## src/rtl/key_cmd_conditioner.sv

```systemverilog
// key_cmd_conditioner: turns four raw operator keys into clean,
// state-gated single-cycle command pulses for the control FSM.

module key_debounce #(
   parameter int DEBOUNCE_CNT   = 1000000,
   parameter int CNT_W          = 20,
   parameter bit KEY_ACTIVE_LOW = 1'b1
) (
   input  logic sys_clk,
   input  logic rst_n,
   input  logic raw,
   output logic level,
   output logic press
);

   localparam logic             IDLE_RAW = KEY_ACTIVE_LOW;
   localparam logic [CNT_W-1:0] CNT_LAST = CNT_W'(DEBOUNCE_CNT - 1);

   logic             meta;
   logic             sync;
   logic             pressed;
   logic             level_q;
   logic [CNT_W-1:0] cnt;

   // Sync chain parks at the released level so reset never fakes a press.
   always_ff @(posedge sys_clk or negedge rst_n) begin
      if (!rst_n) begin
         meta <= IDLE_RAW;
         sync <= IDLE_RAW;
      end else begin
         meta <= raw;
         sync <= meta;
      end
   end

   assign pressed = sync ^ KEY_ACTIVE_LOW;

   always_ff @(posedge sys_clk or negedge rst_n) begin
      if (!rst_n) begin
         cnt     <= '0;
         level   <= 1'b0;
         level_q <= 1'b0;
      end else begin
         level_q <= level;
         if (pressed == level) begin
            cnt <= '0;
         end else if (cnt == CNT_LAST) begin
            level <= pressed;
            cnt   <= '0;
         end else begin
            cnt <= cnt + CNT_W'(1);
         end
      end
   end

   assign press = level & ~level_q;

endmodule

module key_cmd_conditioner #(
   parameter int DEBOUNCE_CNT   = 1000000,
   parameter int CNT_W          = 20,
   parameter bit KEY_ACTIVE_LOW = 1'b1
) (
   input  logic       sys_clk,
   input  logic       rst_n,
   input  logic       key_power_raw,
   input  logic       key_save_raw,
   input  logic       key_fetch_raw,
   input  logic       key_finish_raw,
   input  logic       ctrl_idle,
   input  logic       fetch_active,
   output logic       start_power,
   output logic       start_save,
   output logic       start_fetch,
   output logic       finish_fetch,
   output logic [3:0] key_level,
   output logic [7:0] drop_cnt
);

   logic [3:0] raw;
   logic [3:0] level;
   logic [3:0] press;
   logic [2:0] grant;
   logic       finish_ok;
   logic [2:0] n_start;
   logic [2:0] n_drop;
   logic [8:0] drop_sum;

   assign raw = {key_finish_raw, key_fetch_raw, key_save_raw, key_power_raw};

   for (genvar k = 0; k < 4; k++) begin : g_key
      key_debounce #(
         .DEBOUNCE_CNT   (DEBOUNCE_CNT),
         .CNT_W          (CNT_W),
         .KEY_ACTIVE_LOW (KEY_ACTIVE_LOW)
      ) u_db (
         .sys_clk (sys_clk),
         .rst_n   (rst_n),
         .raw     (raw[k]),
         .level   (level[k]),
         .press   (press[k])
      );
   end

   assign key_level = level;

   // Power beats save beats fetch; every losing or gated press is dropped.
   always_comb begin
      grant   = '0;
      n_start = 3'(press[0]) + 3'(press[1]) + 3'(press[2]);
      n_drop  = n_start;
      if (ctrl_idle) begin
         n_drop = n_start - 3'(|n_start);
         case (1'b1)
            press[0]: grant = 3'b001;
            press[1]: grant = 3'b010;
            press[2]: grant = 3'b100;
            default:  grant = 3'b000;
         endcase
      end
      finish_ok = press[3] & fetch_active;
      if (press[3] & ~fetch_active)
         n_drop = n_drop + 3'd1;
      drop_sum = {1'b0, drop_cnt} + {6'b0, n_drop};
   end

   always_ff @(posedge sys_clk or negedge rst_n) begin
      if (!rst_n) begin
         start_power  <= 1'b0;
         start_save   <= 1'b0;
         start_fetch  <= 1'b0;
         finish_fetch <= 1'b0;
         drop_cnt     <= '0;
      end else begin
         start_power  <= grant[0];
         start_save   <= grant[1];
         start_fetch  <= grant[2];
         finish_fetch <= finish_ok;
         drop_cnt     <= drop_sum[8] ? 8'hFF : drop_sum[7:0];
      end
   end

endmodule

```

## config.mk

```make
export PLATFORM = sky130hd
export DESIGN_NAME = key_cmd_conditioner
export DESIGN_NICKNAME = d
export VERILOG_FILES = /design/src/rtl/key_cmd_conditioner.sv
export SDC_FILE = /design/constraint.sdc
export NUM_CORES = 1
export LEC_CHECK = 0
export CAP_MARGIN = 5
export CORE_MARGIN = 2
export CORE_UTILIZATION = 60
export DETAILED_ROUTE_END_ITERATION = 16
export GPL_ROUTABILITY_DRIVEN = 0
export PLACE_DENSITY = 0.79
export SYNTH_ARGS = -nofsm -noshare
export SYNTH_HDL_FRONTEND = slang
export SYNTH_SLANG_ARGS = --single-unit
```

## constraint.sdc

```tcl
create_clock -name sys_clk -period 4.3 [get_ports sys_clk]
set_input_delay 0.43 -clock sys_clk [delete_from_list [all_inputs] [get_ports sys_clk]]
set_output_delay 0.43 -clock sys_clk [all_outputs]
set_load 0.01 [all_outputs]
```

Yosys cells after proc, flatten, opt, wreduce, memory -nomap -nowiden
Cells that the tools add are included.
- $add $sub $neg: 9
- muxes and demuxes: 15
- $lt $le $gt $ge: 0
- bitwise gates (word level): 19
- reductions and logical operators: 5
- equal/unequal tests: 8
- $mul: 0
- shift operators: 0
- divide/modulo/power cells: 0
- operators with widths (kind ; count):
    $mux 20 ; 8
    $add 20x1->20 const B ; 4
    $eq 20x20->1 const B ; 4
    $mux 3 ; 6
    $not 1->1 ; 13
    $add 8x3->9 ; 1
    $mux 8 ; 1
    $reduce_and 2->1 ; 4
    $and 1x1->1 ; 6
    $eq 1x1->1 ; 4
    $add 2x1->3 ; 1
    $add 3x1->3 const B ; 1
    $reduce_or 3->1 ; 1
    $sub 3x1->3 ; 1
    $add 1x1->2 ; 1
- bits in writable memories: 0
- memory bits (read-only): 0
- word-level logic and storage cells: 81
- input bits: 8
- output and inout port bits: 16
- register bits: 108
- latch bits: 0
- memories kept: 0

Logic depth before layout (Yosys ltp)
Gate-level depths: netlist of the first run.
- depth after elaboration: 11
- gate-level depth with buffers: 14
- gate-level depth less buffers: 14

Cells and area by module
Synthesis of the first run repeated with hierarchy kept, for this count alone.
- cells, all modules: 515
- area, all modules: 5266.3 um^2
- modules (own cells, without submodules) (module ; sequential area each (um^2) ; cells an instance ; area an instance (um^2) ; times used):
    key_debounce (g_key[1].u_db ...) ; 603.1 ; 111 ; 1134.8 ; 3
    key_debounce (g_key[0].u_db) ; 603.1 ; 119 ; 1172.4 ; 1
    key_cmd_conditioner ; 300.3 ; 63 ; 689.4 ; 1

Worst setup path after synthesis of the first run
Ideal clock, no wire load.
- kind: reg2reg
- start: register g_key[0].u_db.level
- end: register drop_cnt[6]
- buffers on the path: 0
- setup slack: 1.309 ns
- required time: 4.175 ns
- library setup time: 0.125 ns
- data arrival time: 2.866 ns
- period minus slack after synthesis: 2.991 ns
- cell stages (with the launch flop): 14
- cell sequence: dfrtp_1 inv_1 nor2_1 fa_1 inv_1 o21ai_0 ha_1 mux2_2 inv_1 fa_1 nor2b_1 or2_2 nand4_1 mux2_2
- cells in the longest elaborated chain, start to end: 10
- ends and longest elaborated chain (element ; line ; text):
    start: declaration ; 12 ; output logic level,
    start signal: assignment ; 48 ; level <= pressed;
    $and 1x1->1 (*) ; 56 ; assign press = level & ~level_q;
    $add 1x1->2 (*) ; 111 ; n_start = 3'(press[0]) + 3'(press[1]) + 3'(press[2]);
    $add 2x1->3 (*) ; 111 ;
    $reduce_or 3->1 ; 114 ; n_drop = n_start - 3'(|n_start);
    $sub 3x1->3 ; 114 ;
    $mux 3 (*) ; 113 ; if (ctrl_idle) begin
    $add 3x1->3 ; 124 ; n_drop = n_drop + 3'd1;
    $mux 3 (*) ; 123 ; if (press[3] & ~fetch_active)
    $add 8x3->9 (*) ; 125 ; drop_sum = {1'b0, drop_cnt} + {6'b0, n_drop};
    $mux 8 (*) ; 140 ; drop_cnt <= drop_sum[8] ? 8'hFF : drop_sum[7:0];
    end signal: assignment ; 140 ;
    end: declaration ; 78 ; output logic [7:0] drop_cnt
Mark *: on every way between the ends. The rest lies on a longest branch, timed or not.
A chain may end at the register's enable or synchronous reset.

Worst setup path after layout of the first run
Ends and elaborated chain as after synthesis.

==> reports/metrics.yaml, run 1 <==
num_io_pins: 24
cts_sinks: 108
postRouteAntennaNets: 0
cts_made_buffers: 9
insertedDiodeCount: 0
cts_buffer_depth: 2
row_count: 34
fillers: 686
die_area_sq_mm: 0.00950
core_region_area_sq_mm: 0.00859
worst_pin_slew_ns: 1.20
mappedNetlistArea_sq_mm: 0.00524
antenna_found_initial: 0
io_buffers: 23
layout_worst_path_cycle_share_pct: 74.1
reg2regPathDepth: 13
routed_wl_um: 9340
skew_ns: 0.00929
syn_nets: 537
synthCells: 519
grt_pass1_wl_um: 16700
worstSkewPairLatency_ns: 0.36
cts_tree: "yes"
die_w_um: 97.5
synth_area_leaders: "dfrtp_1, xnor2_1, nor2_1"
setup_tns_ns: 0
cts_max_level: 3
start_util_pct: 61.0
syn_area_per_cell_sq_um: 10.1
synth-async-reset-ratio_pct: 100
drt-initial-drc-count: 156
ys_top_cells_by_count: "dfrtp_1, nor2_1, nand2_1"
r2r-start: "g_key[0].u_db.level"
postCtsHoldBufs: 0
reg2reg_to: "drop_cnt[6]"
power.density_mw_per_mm2: 292
synth-seq-cells: 108
rrSetupSlack_ns: 1.11
vdd_drop_max_v: 0.000174
synthFlopType: "dfrtp_1"
rsz0062_at_grt: "no"
hp-class: "in2async"
status: "finished, final reports clean"
drc_errors: 0
p_leak_nw: 2.36
relSlewSlack_pct: 19.3
grt_pass1_vias: 3660
clkSlewWorstSetupHoldPaths_ns: 0.09
synth_seq_area_share_pct: 51.7
die-height_um: 97.5
synth.most_common_cell: "dfrtp_1"
worstPathArrival_ns: 3.43
postCtsSetupBuffers: 0
area_growth_pct: 9.23
ys_warn_count: 0
dp_hpwl_um: 6360
cts_root_buffer: "clkbuf_8"
finish.net_count: 560
hold_viol: 0
crit_path_end_kind: "register"
post_cts_resized: 0
critPathMaxFanout: 4
cp_data_required_time_ns: 4.55
fin_crit_ns: 3.19
grt_start_max_net_pins: 79
layout_setup_ws_ns: 1.11
track_usage_pct: 21.3
dpl_worst_slack_ns: 1.12
wire_per_inst_um: 14.3
synth_top_area_share_pct: 47.7
synth_edf_count: 0
vias: 3734
path_class: "reg2reg"
max_freq_ghz: 0.314
hold_slack_ns: 0.216
maxCapViolCount: 0
drv_slew: 0
p_total_w: 0.00167
drt_first_pass_iters: 4
crit_path_start_kind: "register"
yosysTopAreaCell: "dfrtp_1"
drive_gt1_share_pct: 7.86
setup_viol: 0
grt-ovfl-total: 0
synth_cell_type_count: 46
viasPerCell: 5.70
## critical path, stage by stage, from the launching register on
cell and delay (ns):
dfrtp_1 0.42, inv_1 0.10, nor2_1 0.07, fa_1 0.53, inv_1 0.05, o21ai_0 0.25, ha_1 0.30, mux2_2 0.28
inv_1 0.08, fa_1 0.19, nor2b_1 0.07, or2_2 0.30, nand4_1 0.10, mux2_2 0.33
## logic make-up (layout without fill, tap and decap cells)
family          count (synthesis)  count (layout)  synth area share, %
xor+xnor                       61              61                 10.2
simple gates                  250             250                 25.5
flops                         108             108                 51.7
mux                             6               6                 1.19
fa+ha+maj                      10              10                 2.67
compound gates                 51              51                 5.97
buf+inv                        33              61                 2.79
## worst max-delay path by stage
stage,start,to,slack (ns),depth (start not counted)
final,g_key[0].u_db.level,drop_cnt[6],1.11,13
after global routing,g_key[2].u_db.level,drop_cnt[6],0.85,14
after CTS,g_key[0].u_db.level,drop_cnt[6],1.11,13
after detailed placement,g_key[0].u_db.level,drop_cnt[6],1.12,13
after global placement,g_key[0].u_db.level,drop_cnt[6],1.22,13
after floorplan,g_key[0].u_db.level,drop_cnt[6],1.31,13
## flip-flops by register name, indices dropped and copies added (netlist names)
signal,flops
g_key.u_db.meta,4
start_save,1
g_key.u_db.sync,4
g_key.u_db.level,4
g_key.u_db.cnt,80
finish_fetch,1
start_fetch,1
drop_cnt,8
start_power,1
g_key.u_db.level_q,4
## routing by layer
metal / vias to the layer above / share of wire, % / GRT usage, %
met2: 49 / 46 / 33.5
met3: 6 / 2.9 / 5.25
met5: - / 0 / 0
li1: 1856 / - / -
met4: 0 / 0.93 / 5.24
met1: 1823 / 50 / 30.0
## report_power, final
part | internal, W | total [W] | switching [W]
registers | 0.00103 | 0.00105 | 0.0000153
clock network | 0.000242 | 0.000556 | 0.000314
logic | 0.0000232 | 0.0000690 | 0.0000457
## through the flow
| stage | util, % | instance area [sq um] | instances |
|---|---|---|---|
| after global routing | 66.7 | 5730 | 655 |
| after global placement | 64.6 | 5560 | 639 |
| final | 66.7 | 5730 | 655 |
| after detailed placement | 64.6 | 5560 | 639 |
| after floorplan | - | 5240 | 519 |
| after CTS | 66.7 | 5730 | 655 |
## final cells by class
| cell class | count | area (sq um) | share of cell area [%] |
|---|---|---|---|
| timing repair buffer | 25 | 243 | 4.24 |
| multi-input combinational | 378 | 2390 | 41.7 |
| sequential | 108 | 2710 | 47.4 |
| clock buffer | 14 | 163 | 2.84 |
| inverter | 20 | 75.1 | 1.31 |
| clock inverter | 2 | 10.0 | 0.175 |
| tap | 108 | 135 | 2.36 |
## cells in the final DEF, fill, tap and decap left out, types with 3 or more instances in the layout
cell type        count
or4_4                4
clkdlybuf4s50_1     22
dfstp_2              8
a21oi_1             19
nor4_1              15
clkbuf_8            11
mux2i_1              4
xor2_1              30
o31ai_2              3
and4_1               4
nand2b_1             3
nor4b_1              3
nor2_1              70
buf_4                3
ha_1                 8
clkbuf_1             3
nand4b_1             5
or3_1               15
dfrtp_1            100
and2_1               7
nand4_1             25
nor3_1              16
nand2_1             33
nor2b_1              3
nand3_1             28
xnor2_1             31
inv_1               20
o21ai_0             20
and3_1               9
No activity file was read; power rests on OpenSTA's default activity.
==> inputs of run 2 (changes only) <==
--- a/config.mk
+++ b/config.mk
@@ -7,10 +7,10 @@
 export LEC_CHECK = 0
 export CAP_MARGIN = 5
 export CORE_MARGIN = 2
-export CORE_UTILIZATION = 60
+export CORE_UTILIZATION = 54
 export DETAILED_ROUTE_END_ITERATION = 16
 export GPL_ROUTABILITY_DRIVEN = 0
-export PLACE_DENSITY = 0.79
+export PLACE_DENSITY = 0.75
 export SYNTH_ARGS = -nofsm -noshare
 export SYNTH_HDL_FRONTEND = slang
 export SYNTH_SLANG_ARGS = --single-unit
==> constraint.sdc (replaced) <==
create_clock -name sys_clk -period 2.7 [get_ports sys_clk]
set_input_delay 0.27 -clock sys_clk [delete_from_list [all_inputs] [get_ports sys_clk]]
set_output_delay 0.27 -clock sys_clk [all_outputs]
set_load 0.01 [all_outputs]
==> run 2 against run 1 <==
  * The run now ends with setup timing left
  * Total power increased by 65%
  * Hold slack improved by 0.071 ns
  * Clock power increased by 75%
  * Setup slack got worse by 1.3 ns
  * Die area increased by 11%
==> reports/metrics.yaml, run 2 (synthesis results as in run 1) <==
hold_slack_ns: 0.287  # was 0.216 ns
cts_tree: "yes"  # unchanged
status: "finished, violations left"  # was finished, final reports clean
layout_setup_ws_ns: -0.189  # was 1.11 ns
final_cell_mix: "dfrtp_1, nor2_1, nand2_1, xnor2_1, xor2_1"  # unchanged
setup_viol: 8  # was 0
crit_path_end_kind: "register"  # unchanged
vdd_drop_max_v: 0.000328  # was 0.000174 V
drive_gt1_share_pct: 14.3  # was 7.86%
fin_crit_ns: 2.89  # was 3.19 ns
worst_pin_slew_ns: 0.769  # was 1.20 ns
cts_sinks: 108  # unchanged
drc_errors: 0  # unchanged
failed_checks: "setup timing"
max_freq_ghz: 0.346  # was 0.314 GHz
die_area_sq_mm: 0.0105  # was 0.00950 sq mm
maxCapViolCount: 0  # unchanged
cts_made_buffers: 9  # unchanged
start_util_pct: 56.2  # was 61.0%
grt_start_max_net_pins: 59  # was 79
drt_first_pass_iters: 4  # unchanged
grt_pass1_wl_um: 17200  # was 16,700 um
drt-initial-drc-count: 120  # was 156
io_buffers: 23  # unchanged
p_leak_nw: 2.48  # was 2.36 nW
cts_buffer_depth: 2  # unchanged
dp.cells: 674  # was 639
worstPathArrival_ns: 3.16  # was 3.43 ns
layout_worst_path_cycle_share_pct: 107  # was 74.1%
reg.largest.list: "g_key.u_db.cnt x80, drop_cnt x8"  # unchanged
cts_root_buffer: "clkbuf_8"  # unchanged
insertedDiodeCount: 0  # unchanged
setup_tns_ns: -0.975  # was 0 ns
viasPerCell: 5.53  # was 5.70
finish.net_count: 580  # was 560
power.density_mw_per_mm2: 460  # was 292 mW/mm^2
relSlewSlack_pct: 48.7  # was 19.3%
clkSlewWorstSetupHoldPaths_ns: 0.10  # was 0.09 ns
largest_register: "g_key.u_db.cnt"  # unchanged
die_w_um: 103  # was 97.5 um
area_growth_pct: 14.6  # was 9.23%
antenna_found_initial: 0  # unchanged
cts_max_level: 3  # unchanged
die-height_um: 103  # was 97.5 um
skew_ns: 0.0106  # was 0.00929 ns
track_usage_pct: 20.6  # was 21.3%
core_region_area_sq_mm: 0.00933  # was 0.00859 sq mm
final_common_cell: "dfrtp_1"  # unchanged
hold_viol: 0  # unchanged
rsz0062_at_grt: "yes"  # was no
path_class: "reg2reg"  # unchanged
grt_pass1_vias: 3753  # was 3,660
row_count: 35  # was 34
cp_data_required_time_ns: 2.97  # was 4.55 ns
wire_per_inst_um: 14.0  # was 14.3 um
hp-class: "in2reg"  # was in2async
largest_reg_flops: 80  # unchanged
vias: 3846  # was 3,734
routed_wl_um: 9720  # was 9340 um
critPathMaxFanout: 3  # was 4
num_io_pins: 24  # unchanged
postRouteAntennaNets: 0  # unchanged
drv_slew: 0  # unchanged
final-instance-count-excl-fill: 696  # was 655
grt-ovfl-total: 0  # unchanged
worstSkewPairLatency_ns: 0.38  # was 0.36 ns
p_total_w: 0.00277  # was 0.00167 W
crit_path_start_kind: "register"  # unchanged
dp_hpwl_um: 6830  # was 6360 um
==> run 2: final cells by class <==
cell class              instances  area [sq um]
fillers                       746          3320
clock buffers                  10           128
inverters                      20          75.1
flip-flops and latches        108          2710
multi-input cells             378          2460
clock inverters                 6          63.8
repair buffers                 45           408
well taps                     129           161
==> run 2: critical path, cell delays in order (launching register included) <==
cell	delay, ns
dfrtp_1	0.40
inv_2	0.08
nor2_4	0.05
fa_1	0.55
inv_2	0.06
nand3_2	0.07
o21ai_2	0.07
ha_1	0.27
mux2_4	0.27
inv_2	0.06
fa_2	0.22
nor2b_4	0.05
or2_4	0.22
nand4_1	0.09
mux2_2	0.33
==> run 2: report_power, final <==
group          switching [W]  leakage [nW]  internal [W]
Sequential         0.0000244          1.46       0.00164
Combinational      0.0000752         0.922     0.0000461
Clock               0.000545        0.0927      0.000429
==> run 2: path summary, 6_finish.rpt <==
kind | startpoint | to | slack (ns) | cells past startpoint
worst max-delay path | g_key[1].u_db.level | drop_cnt[6] | -0.19 | 14
worst min-delay path | key_save_raw | g_key[1].u_db.meta | 0.29 | 1
worst max register to register | g_key[1].u_db.level | drop_cnt[6] | -0.19 | 14
worst min register to register | g_key[0].u_db.meta | g_key[0].u_db.sync | 0.36 | 0
max in group asynchronous | rst_n | g_key[0].u_db.meta | 1.43 | 3
min in group asynchronous | rst_n | g_key[1].u_db.cnt[14] | 0.48 | 2
==> run 2: through the flow <==
step	setup WS [ns]	area [sq um]	utilization, %
after CTS	-0.192	5950	63.8
after detailed placement	-0.179	5730	61.4
after global routing	-0.315	6010	64.4
final	-0.189	6010	64.4
after global placement	-0.109	5730	61.4
after floorplan	-0.0968	5280	-
==> run 2: metal layers <==
layer  track usage [%]  wire length (um)  vias to the layer above
li1                  -                 -                     1904
met1              27.9              4600                     1899
met2              33.5              4780                       36
met3              5.22               262                        7
met4              5.54                82                        0
met5                 0                 0                        -
==> run 2: what timing repair did <==
action | CTS | global route
endpoints found under the setup margin | 8 | 8
pin swaps | 2 | 6
hold endpoints to repair | 54 | 0
buffers inserted | 1 | 4
hold buffers | 1 | 0
gates resized for setup | 5 | 8
==> inputs of run 3 (changes only) <==
--- a/config.mk
+++ b/config.mk
@@ -7,10 +7,10 @@
 export LEC_CHECK = 0
 export CAP_MARGIN = 5
 export CORE_MARGIN = 2
-export CORE_UTILIZATION = 54
+export CORE_UTILIZATION = 37
 export DETAILED_ROUTE_END_ITERATION = 16
 export GPL_ROUTABILITY_DRIVEN = 0
-export PLACE_DENSITY = 0.75
+export SLEW_MARGIN = 30
 export SYNTH_ARGS = -nofsm -noshare
 export SYNTH_HDL_FRONTEND = slang
 export SYNTH_SLANG_ARGS = --single-unit
==> run 3 against run 2 <==
  * The run still ends with setup timing left
  * Critical path depth stayed put
  * Final cell count is 7.2% higher
  * Sequential power hardly changed
  * First-iteration DRC count is 65% higher
  * Hold slack better by 0.046 ns
  * Critical endpoint unchanged
  * Largest cell class unchanged
  * Highest routed layer unchanged
==> reports/metrics.yaml, run 3 (synthesis results as in run 1) <==
postRouteAntennaNets: 0  # unchanged
cts_buffer_depth: 2  # unchanged
power_switching_w: 0.000658  # was 0.000645 W
clkSlewWorstSetupHoldPaths_ns: 0.07  # was 0.10 ns
fillers: 1338  # was 746
core_region_area_sq_mm: 0.0139  # was 0.00933 sq mm
max_freq_ghz: 0.346  # about the same
fin_crit_ns: 2.89  # about the same
crit_top_cell: "inv_2"  # unchanged
crit_path_start_kind: "register"  # unchanged
dp.cells: 726  # was 674
reg.largest.list: "g_key.u_db.cnt x80, drop_cnt x8"  # unchanged
grt-ovfl-total: 0  # unchanged
setup_viol: 8  # unchanged
vdd_drop_max_v: 0.000277  # was 0.000328 V
wire_per_inst_um: 13.3  # was 14.0 um
critPathMaxFanout: 4  # was 3
worstPathArrival_ns: 3.12  # was 3.16 ns
die_w_um: 123  # was 103 um
failed_checks: "setup timing"  # unchanged
worstSkewPairLatency_ns: 0.34  # was 0.38 ns
cts_root_buffer: "clkbuf_16"  # was clkbuf_8
worst_pin_slew_ns: 0.777  # was 0.769 ns
layout_setup_ws_ns: -0.193  # was -0.189 ns
insertedDiodeCount: 0  # unchanged
reg2regPathDepth: 14  # unchanged
hold_viol: 0  # unchanged
area_growth_pct: 16.6  # was 14.6%
track_usage_pct: 14.3  # was 20.6%
viasPerCell: 5.14  # was 5.53
p_int_w: 0.00234  # was 0.00212 W
holdPathStages: 1  # unchanged
cts_tree: "yes"  # unchanged
finish.net_count: 579  # was 580
crit_path_end_kind: "register"  # unchanged
fin_util_pct: 44.1  # was 64.4%
row_count: 43  # was 35
routed_wl_um: 9930  # was 9720 um
final-instance-count-excl-fill: 746  # was 696
reg2reg_to: "drop_cnt[6]"  # unchanged
drt-initial-drc-count: 198  # was 120
r2r-start: "g_key[2].u_db.level"  # was g_key[1].u_db.level
dpl_worst_slack_ns: -0.161  # was -0.179 ns
slowest_stage: "fa_1"  # unchanged
maxCapViolCount: 0  # unchanged
comb_power_share_pct: 4.1  # was 4.4%
grt_pass1_vias: 3879  # was 3,753
cp_slowest_stage_delay_ns: 0.54  # was 0.55 ns
die-height_um: 123  # was 103 um
power.density_mw_per_mm2: 490  # was 460 mW/mm^2
grt_start_max_net_pins: 47  # was 59
hp-start: "key_fetch_raw"  # was key_save_raw
path_class: "reg2reg"  # unchanged
largest_register: "g_key.u_db.cnt"  # unchanged
pwr-share-seq_pct: 55.7  # was 60.4%
rrSetupSlack_ns: -0.19  # about the same
io_buffers: 23  # unchanged
drive_gt1_share_pct: 13.4  # was 14.3%
crit_chain: "inv_2 > nor2_2 > fa_1 > inv_2 > nand3_2 > o21ai_2 > ha_1 > mux2_4 > inv_2 > fa_2 > nor2b_4 > or2_4 > nand4_1 > mux2_2"  # was inv_2 > nor2_4 > fa_1 > inv_2 > nand3_2 > o21ai_2 > ha_1 > mux2_4 > inv_2 > fa_2 > nor2b_4 > or2_4 > nand4_1 > mux2_2
p_leak_nw: 2.51  # was 2.48 nW
dp_hpwl_um: 7000  # was 6830 um
largest_reg_flops: 80  # unchanged
final_cell_mix: "dfrtp_1, nor2_1, nand2_1, xnor2_1, xor2_1"  # unchanged
cts_made_buffers: 9  # unchanged
cp_data_required_time_ns: 2.93  # was 2.97 ns
final_common_cell: "dfrtp_1"  # unchanged
swShare_pct: 22.0  # was 23.3%
hp-class: "in2reg"  # unchanged
antenna_found_initial: 0  # unchanged
die_area_sq_mm: 0.0151  # was 0.0105 sq mm
skew_ns: 0.00875  # was 0.0106 ns
start_util_pct: 37.8  # was 56.2%
min_delay_worst_endpoint: "g_key[2].u_db.meta"  # was g_key[1].u_db.meta
clockPowerShare_pct: 40.2  # was 35.3%
rsz0062_at_grt: "yes"  # unchanged
drc_errors: 0  # unchanged
num_io_pins: 24  # unchanged
status: "finished, violations left"  # unchanged
grt_pass1_wl_um: 17400  # was 17,200 um
layout_worst_path_cycle_share_pct: 107  # about the same
cts_max_level: 3  # unchanged
drv_slew: 0  # unchanged
drt_first_pass_iters: 4  # unchanged
cts_sinks: 108  # unchanged
relSlewSlack_pct: 48.2  # was 48.7%
vias: 3838  # was 3,846
run 3: power by group through the flow:
stage / sequential [W] / combinational [W] / clock [W]
finish: 0.00167 / 0.000122 / 0.00121
floorplan: 0.00170 / 0.0000528 / 0
CTS: 0.00167 / 0.000126 / 0.00125
global route: 0.00167 / 0.000141 / 0.00131
detailed placement: 0.00170 / 0.000124 / 0
global placement: 0.00170 / 0.000123 / 0
run 3: worst max-delay path by stage:
stage | startpoint | endpoint | slack, ns | cells past startpoint
after detailed placement | g_key[2].u_db.level | drop_cnt[2] | -0.16 | 14
after CTS | g_key[1].u_db.level | drop_cnt[6] | -0.16 | 14
after global routing | g_key[0].u_db.level | drop_cnt[6] | -0.31 | 14
final | g_key[2].u_db.level | drop_cnt[6] | -0.19 | 14
after global placement | g_key[1].u_db.level | drop_cnt[6] | -0.12 | 14
after floorplan | g_key[1].u_db.level | drop_cnt[6] | -0.1 | 14
run 3: metrics by stage:
stage	total power [W]	TNS, ns	hold WS, ns	instance area [sq um]
CTS	0.00304	-0.562	0.320	6090
detailed placement	0.00182	-1.01	0.284	5800
global placement	0.00182	-0.340	0.282	5800
global route	0.00312	-1.75	0.324	6120
finish	0.00300	-0.668	0.333	6120
floorplan	0.00175	-0.107	-0.0256	5280
run 3: timing repair:
| action | CTS | global route |
|---|---|---|
| endpoints found under the hold margin | 35 | 0 |
| setup endpoints to repair | 8 | 8 |
| buffers inserted | 1 | 2 |
| gates resized for setup | 3 | 3 |
| hold buffers | 1 | 0 |
| pin swaps | 0 | 2 |
run 3: per-layer routing:
metal	up-vias	track usage, %	wire [um]	part of all wire [%]
li1	1900	-	-	-
met1	1891	18.5	4750	48
met2	38	23.4	4780	48
met3	9	3.18	257	2.6
met4	0	5.68	138	1.4
met5	-	0	0	0
run 3: worst max-delay path, delay by kind of cell (launching register included):
kind	cells	cell delay [ns]
AND/OR/NAND/NOR	5	0.47
flip-flops	1	0.39
multiplexers	2	0.60
adder cells (fa/ha/maj)	3	1.05
buffers and inverters	3	0.19
AO/OA/AOI/OAI	1	0.07
run 3: cell type report:
class | instances | area, sq um | area share (%)
Inverter | 20 | 75.1 | 1.23
Clock buffer | 13 | 250 | 4.09
Multi-Input combinational cell | 378 | 2440 | 39.9
Tap cell | 180 | 225 | 3.68
Clock inverter | 3 | 15.0 | 0.245
Sequential cell | 108 | 2710 | 44.4
Timing Repair Buffer | 44 | 400 | 6.55
